<file path="config.mk">
export PLATFORM = sky130hd
export DESIGN_NAME = tdm_demux
export DESIGN_NICKNAME = d
export VERILOG_FILES = /design/src/rtl/tdm_demux_pkg.sv /design/src/rtl/tdm_ch_decode.sv /design/src/rtl/tdm_demux.sv
export SDC_FILE = /design/constraint.sdc
export NUM_CORES = 1
export LEC_CHECK = 0
export ABC_AREA = 0
export ABC_CLOCK_PERIOD_IN_PS = 2300
export BUFFER_PORTS_ARGS = -buffer_cell sky130_fd_sc_hd__buf_2
export CORE_AREA = 2 2 69 71
export CTS_BUF_LIST = sky130_fd_sc_hd__clkbuf_2
export DETAILED_ROUTE_END_ITERATION = 8
export DIE_AREA = 0 0 71 73
export GPL_TIMING_DRIVEN = 0
export PLACE_DENSITY = 0.79
export SLEW_MARGIN = 20
export SYNTH_ARGS = -nofsm -noshare
export SYNTH_HDL_FRONTEND = slang
export SYNTH_SLANG_ARGS = --single-unit
</file>
<file path="constraint.sdc">
create_clock -name clk -period 2.3 [get_ports clk]
set_clock_uncertainty 0.1 [all_clocks]
set_input_delay 0 -clock clk [delete_from_list [all_inputs] [get_ports clk]]
set_output_delay 0 -clock clk [all_outputs]
set_load 0.03 [all_outputs]
</file>
<file path="src/rtl/tdm_demux_pkg.sv">
// rtl/tdm_demux_pkg.sv - shared types and defaults for tdm_demux (optional parity: TDM_DEMUX_PARITY_EN)
package tdm_demux_pkg;

    typedef enum logic {
        HUNT = 1'b0,
        RUN  = 1'b1
    } state_e;

    localparam int DEF_WIDTH = 8;
    localparam int DEF_NCH   = 4;
    localparam int DEF_CH_W  = 2;

    localparam string PARITY_MACRO = "TDM_DEMUX_PARITY_EN";
`ifdef TDM_DEMUX_PARITY_EN
    localparam bit PARITY_EN = 1'b1;
`else
    localparam bit PARITY_EN = 1'b0;
`endif

endpackage

</file>
<file path="src/rtl/tdm_ch_decode.sv">
// rtl/tdm_ch_decode.sv - channel index plus write strobe to one-hot shadow write-enable
module tdm_ch_decode
    import tdm_demux_pkg::*;
#(
    parameter int NCH  = DEF_NCH,
    parameter int CH_W = DEF_CH_W
) (
    input  logic [CH_W-1:0] idx_i,
    input  logic            we_i,
    output logic [NCH-1:0]  wen_o
);

    always_comb begin
        wen_o = '0;
        for (int k = 0; k < NCH; k++) begin
            wen_o[k] = we_i && (idx_i == CH_W'(k));
        end
    end

endmodule

</file>
<file path="src/rtl/tdm_demux.sv">
// rtl/tdm_demux.sv - TDM frame demultiplexer with double-buffered frame output (optional parity: TDM_DEMUX_PARITY_EN)
module tdm_demux
    import tdm_demux_pkg::*;
#(
    parameter int WIDTH = DEF_WIDTH,
    parameter int NCH   = DEF_NCH,
    parameter int CH_W  = DEF_CH_W
) (
    input  logic                   clk,
    input  logic                   rst_n,
    input  logic                   in_valid,
    input  logic [WIDTH-1:0]       in_data,
    input  logic                   in_sof,
`ifdef TDM_DEMUX_PARITY_EN
    input  logic                   in_par,
    output logic                   par_err,
`endif
    output logic [NCH*WIDTH-1:0]   out_data,
    output logic                   out_valid,
    output logic [CH_W-1:0]        ch_idx,
    output logic                   locked,
    output logic                   sync_err
);

    state_e               state_q;
    logic [CH_W-1:0]      ch_idx_q;
    logic [WIDTH-1:0]     shadow_q [NCH-1];
    logic [NCH*WIDTH-1:0] out_data_q;
    logic [NCH*WIDTH-1:0] frame_d;
    logic                 out_valid_q;
    logic                 sync_err_q;

    logic                 run;
    logic                 sof_slip;
    logic                 sof_miss;
    logic                 wr_en;
    logic [CH_W-1:0]      wr_idx;
    logic [NCH-1:0]       wen;
    logic                 frame_done;

    assign run      = (state_q == RUN);
    assign sof_slip = in_valid & run & in_sof & (ch_idx_q != '0);
    assign sof_miss = in_valid & run & ~in_sof & (ch_idx_q == '0);
    // Any accepted sof restarts the frame at slot 0; otherwise only mid-frame words in RUN are stored.
    assign wr_idx   = in_sof ? '0 : ch_idx_q;
    assign wr_en    = in_valid & (in_sof | (run & (ch_idx_q != '0)));

    tdm_ch_decode #(
        .NCH  (NCH),
        .CH_W (CH_W)
    ) u_decode (
        .idx_i (wr_idx),
        .we_i  (wr_en),
        .wen_o (wen)
    );

    // The last slot is never stored; its word goes straight into the delivered frame.
    assign frame_done = wen[NCH-1];

    always_comb begin
        frame_d = '0;
        for (int k = 0; k < NCH - 1; k++) begin
            frame_d[k*WIDTH +: WIDTH] = shadow_q[k];
        end
        frame_d[(NCH-1)*WIDTH +: WIDTH] = in_data;
    end

    always_ff @(posedge clk or negedge rst_n) begin
        if (!rst_n) begin
            state_q     <= HUNT;
            ch_idx_q    <= '0;
            out_data_q  <= '0;
            out_valid_q <= 1'b0;
            sync_err_q  <= 1'b0;
            for (int k = 0; k < NCH - 1; k++) begin
                shadow_q[k] <= '0;
            end
        end else begin
            out_valid_q <= 1'b0;
            sync_err_q  <= 1'b0;
            for (int k = 0; k < NCH - 1; k++) begin
                if (wen[k]) begin
                    shadow_q[k] <= in_data;
                end
            end
            if (sof_miss) begin
                state_q    <= HUNT;
                ch_idx_q   <= '0;
                sync_err_q <= 1'b1;
            end else if (wr_en && in_sof) begin
                state_q    <= RUN;
                ch_idx_q   <= CH_W'(1);
                sync_err_q <= sof_slip;
            end else if (frame_done) begin
                ch_idx_q    <= '0;
                out_data_q  <= frame_d;
                out_valid_q <= 1'b1;
            end else if (wr_en) begin
                ch_idx_q <= ch_idx_q + CH_W'(1);
            end
        end
    end

`ifdef TDM_DEMUX_PARITY_EN
    logic word_bad;
    logic par_q;
    logic par_err_q;

    assign word_bad = (^in_data) ^ in_par;

    always_ff @(posedge clk or negedge rst_n) begin
        if (!rst_n) begin
            par_q     <= 1'b0;
            par_err_q <= 1'b0;
        end else if (sof_miss) begin
            par_q <= 1'b0;
        end else if (wr_en && in_sof) begin
            par_q <= word_bad;
        end else if (frame_done) begin
            par_err_q <= par_q | word_bad;
            par_q     <= 1'b0;
        end else if (wr_en) begin
            par_q <= par_q | word_bad;
        end
    end

    assign par_err = par_err_q;
`endif

    assign out_data  = out_data_q;
    assign out_valid = out_valid_q;
    assign ch_idx    = ch_idx_q;
    assign locked    = run;
    assign sync_err  = sync_err_q;

endmodule

</file>
# Yosys cells after proc, flatten, opt, wreduce, memory -nomap -nowiden
# Index checks and enable logic that the tools add are counted.
# totals
reg_bits,61
inputBits,12
out_inout_bits,37
elab_cells,46
# classes
n_addsub,1
n_eq_ne,3
mux,12
bitwise_logic,11
n_reduce_logical,11
# ops
cell,count
$mux 2,5
$and 1x1->1,7
$mux 1,7
$logic_and 1x1->1,5
$eq 2x2->1 const B,2
$logic_not 2->1,2
$reduce_bool 2->1,2
$reduce_bool 4->1,1
$not 1->1,3
$reduce_and 3->1,1
$add 2x1->2 const B,1
$eq 2x1->1 const B,1
$or 1x1->1,1

# Depth between registers and ports, before layout
# logic_depth
ltp_word,8
depth_mapped,6
mapped_depth_nobuf,5

# Modules after synthesis
# From an unflattened synthesis, not the netlist that was laid out.
# hier_totals
cells_unflattened,150
hier_area_um2,2511.2
# by_module_without_submodules
mod,instances,cells_per_inst,area_each_um2,seq_area_each_um2
tdm_demux,1,146,2473.6,1526.5
tdm_ch_decode,1,4,37.5,0.0

# Worst setup path before layout
# OpenSTA, ideal clock, no wires.
# synth_path
path_type,reg-to-reg
startpoint,"reg ch_idx_q[0], in the netlist ch_idx[0]"
endpoint,reg shadow_q (netlist bit frame_d[10])
setup_ps,125
t_arrival_ps,1965
t_required_ps,2075
setup_slack_ps,110
stages_incl_launch_ff,7
path_buffers,1
synth_period_minus_slack_ps,2190
cell_sequence,dfrtp_1 -> inv_1 -> ha_1 -> nand2b_1 -> or4_4 -> buf_6 -> mux2_4
# synth_via
elab_chain_cells,5
elab_cells_between_ends,7
cone_classes,eq/ne: 1; mux: 1; bitwise: 3; reduce/logical: 2
# synth_lines
element,line,text
start: declaration,tdm_demux.sv:26,logic [CH_W-1:0] ch_idx_q;
start signal: assignment,tdm_demux.sv:99,ch_idx_q <= ch_idx_q + CH_W'(1);
$reduce_bool 2->1,tdm_demux.sv:46,assign wr_en = in_valid & (in_sof | (run & (ch_idx_q != '0)));
$and 1x1->1,tdm_demux.sv:46,
$or 1x1->1,tdm_demux.sv:46,
$and 1x1->1,tdm_demux.sv:46,
$logic_and 1x1->1 *,tdm_ch_decode.sv:16,wen_o[k] = we_i && (idx_i == CH_W'(k));
end signal: indexed assignment,tdm_demux.sv:83,shadow_q[k] <= in_data;
end: declaration,tdm_demux.sv:27,logic [WIDTH-1:0] shadow_q [NCH-1];
# Mark *: on every way between the ends. The rest lies on a longest branch, timed or not.
# A chain may end at the register's enable or synchronous reset.

# Worst setup path after layout
# layout_path
startpoint,"reg ch_idx_q[0], in the netlist ch_idx[0]"
endpoint,"reg out_data_q[3], in the netlist out_data[3]"
# layout_via
elab_chain_cells,7
elab_cells_between_ends,13
cone_classes,eq/ne: 1; mux: 1; bitwise: 6; reduce/logical: 5
# layout_lines
element,line,text
$reduce_bool 2->1,tdm_demux.sv:46,
$and 1x1->1,tdm_demux.sv:46,
$or 1x1->1,tdm_demux.sv:46,
$and 1x1->1,tdm_demux.sv:46,
$logic_and 1x1->1,tdm_demux.sv:90,end else if (wr_en && in_sof) begin
$not 1->1 (no source line),--,
$reduce_and 3->1 (no source line) *,--,
end signal: assignment,tdm_demux.sv:96,out_data_q <= frame_d;
end: declaration,tdm_demux.sv:28,logic [NCH*WIDTH-1:0] out_data_q;
# Marks and branches as above.

==> impl_metrics.toml <==
[die]
core_area_um2 = 4540
die_width_um = 71
std_cell_rows = 25
ios = 49
dieArea_um2 = 5180
start_util_pct = 52.6
die_h_um = 73

[worst_setup_path]
required_ns = 2.56
worstSetupPathType = "register to register"
crit_path_start_kind = "register"
cp_max_fo = 10
worstPathArrival_ns = 2.41
crit_path_end_kind = "register"

[synth]
synth_area_per_cell_um2 = 16.1
synth_top_area_share_pct = 64.0
synth_cells = 148
synth_area_um2 = 2380
yosys_warnings = 0
ys_ff_latch = 61
synthDistinctLibCells = 22
ys.flop_type = "dfrtp_1"
ys_async_sr_fraction_pct = 100
synth_largest_area_cell = "dfrtp_1"
synth_most_common_cell = "dfrtp_1"
ys_top_cells_by_area = "dfrtp_1, mux2_2, mux2_4"
synth_edf_count = 0
synthTopCellsByCount = "dfrtp_1, mux2_2, mux2_4"
yosysSeqAreaShare_pct = 64.0
synthesis.nets = 161

[finish]
drive_above_1_share_pct = 59.0
n_antenna_cell = 0
area_delta_synth_final_pct = 23.5
fin_nets = 230
fin_util_pct = 64.9

[timing]
tns_ns = 0
setup_violations = 0
slew_viol_final = 0
period_share_pct = 93.5
period_minus_slack_ns = 2.15
finalHoldViolations = 0
rsz0062_at_grt = "no"
max_freq_mhz = 465
max_slew_margin_pct = 52.0
worst_slew_pin_slew_ns = 0.721

[flow_run]
drv_cap = 0

[clock_network]
clock_path_buffers = 2
clkTransAtPathRegs_ns = 0.18
cts.sinks = 61
clkLatencyLatePin_ns = 0.46
cts-root-buf = "clkbuf_2"
cts_buffers = 9
cts_tree = "yes"
ctsHtreeMaxLevel = 3

[outcome]
status = "completed"

[power_and_ir_drop]
max-vdd-ir-drop_v = 0.000751
leakage_uw = 0.00156
power.density_nw_per_um2 = 1170

[placed_design]
place_congestion = 0.747
port_buffers = 47
dpl.hpwl_um = 3100

[drt]
postRouteAntennaNets = 0
vias = 1439
drcViolationCount = 0
drt_wl_total_um = 4570
drtPass1Iterations = 4
post_drt_wl_per_cell_um = 16.6
vias_per_cell = 5.21
first_iter_violations = 57

[global_routing]
grt_pass1_wl_um = 7330
grt_pass1_vias = 1527
grt_max_degree = 62
antenna_found_initial = 0
gr-total-overflow = 0
grt_most_used_layer = "met2"
use_met1_pct = 22.8
use_met2_pct = 32.0
met3_usage_pct = 6.22
grt_use_total_pct = 19.3

[worst_hold_path]
hp-class = "input pin to async pin"
[timing repair]
item,4_1_cts,5_1_grt
setup buffers,0,0
endpoints found under the hold margin,97,0
resized for setup,0,4
hold buffers,11,0
endpoints found under the setup margin,0,18
[layer usage]
metal	wire length (um)	share of wire (%)
met2	2350	51
met3	217	4.8
met1	1920	42
met5	0	0
met4	78	1.7
[area by class of cell]
cell class	count	area, um2
fill	328	1590
sequential	61	1530
multi-input combinational	78	810
timing repair buffer	58	348
clock inverter	6	86.3
tap	54	67.6
clock buffer	10	50.0
buffer	6	43.8
inverter	3	11.3
[metrics by stage]
step                      instances  power [uW]  hold WS (ns)  setup WS (ns)  cell area [um2]
after floorplan                 148        2360        -0.396          0.110             2380
after global placement          249        2630         0.179          0.190             2690
after detailed placement        249        2700        0.0139         0.0908             2690
after CTS                       276        3460        0.0167         0.0801             2940
after global routing            276        3620        0.0399        0.00894             2940
final                           276        3430        0.0199          0.150             2940
[flip-flops by register name, indices dropped and copies added, names as in the netlist]
signal / count
out_valid: 1
locked: 1
out_data: 32
sync_err: 1
ch_idx: 2
frame_d: 24
[cell families after synthesis]
logic type | Yosys count | synth area share, %
XOR/XNOR | 1 | 0.368
adder cells (fa/ha/maj) | 1 | 0.525
multiplexers | 56 | 27.7
AND/OR/NAND/NOR | 13 | 3.52
AO/OA/AOI/OAI | 7 | 1.84
flip-flops | 61 | 64.0
buffers and inverters | 9 | 1.99
[placed cells by master, fill, tap and decap left out, drive strengths merged, types with 2 or more instances in the layout]
cell type / count
buf: 51
bufinv: 2
clkbuf: 12
clkinv: 2
dfrtp: 61
dlygate4sd3: 11
inv: 4
mux2: 56
nand2: 3
nor2: 4
o21ai: 5
[worst max-delay path, stage by stage (launching register included)]
cell	delay [ns]
dfrtp_1	0.48
inv_1	0.09
ha_1	0.28
nand2b_1	0.20
nor2_2	0.24
clkbuf_4	0.30
mux2_2	0.36
[where the power goes]
part	switching [uW]	internal [uW]	leakage, uW	total (uW)
Combinational	612	476	0.000685	1090
Sequential	186	1410	0.000798	1590
Clock	390	365	0.0000823	755
[path summary, 6_finish.rpt]
| check | start | end | slack [ns] | cells past startpoint |
|---|---|---|---|---|
| max in group asynchronous | rst_n | frame_d[6]$_DFFE_PN0P_ | 1.60 | 2 |
| worst max register to register | ch_idx[0]$_DFFE_PN0P_ | out_data[3]$_DFFE_PN0P_ | 0.15 | 6 |
| worst min-delay path | rst_n | out_data[27]$_DFFE_PN0P_ | 0.02 | 2 |
| worst max-delay path | ch_idx[0]$_DFFE_PN0P_ | out_data[3]$_DFFE_PN0P_ | 0.15 | 6 |
| min in group clk | in_data[0] | frame_d[8]$_DFFE_PN0P_ | 0.25 | 3 |
| worst min register to register | frame_d[6]$_DFFE_PN0P_ | out_data[6]$_DFFE_PN0P_ | 0.41 | 1 |
Power figures use the tool's default switching activity.
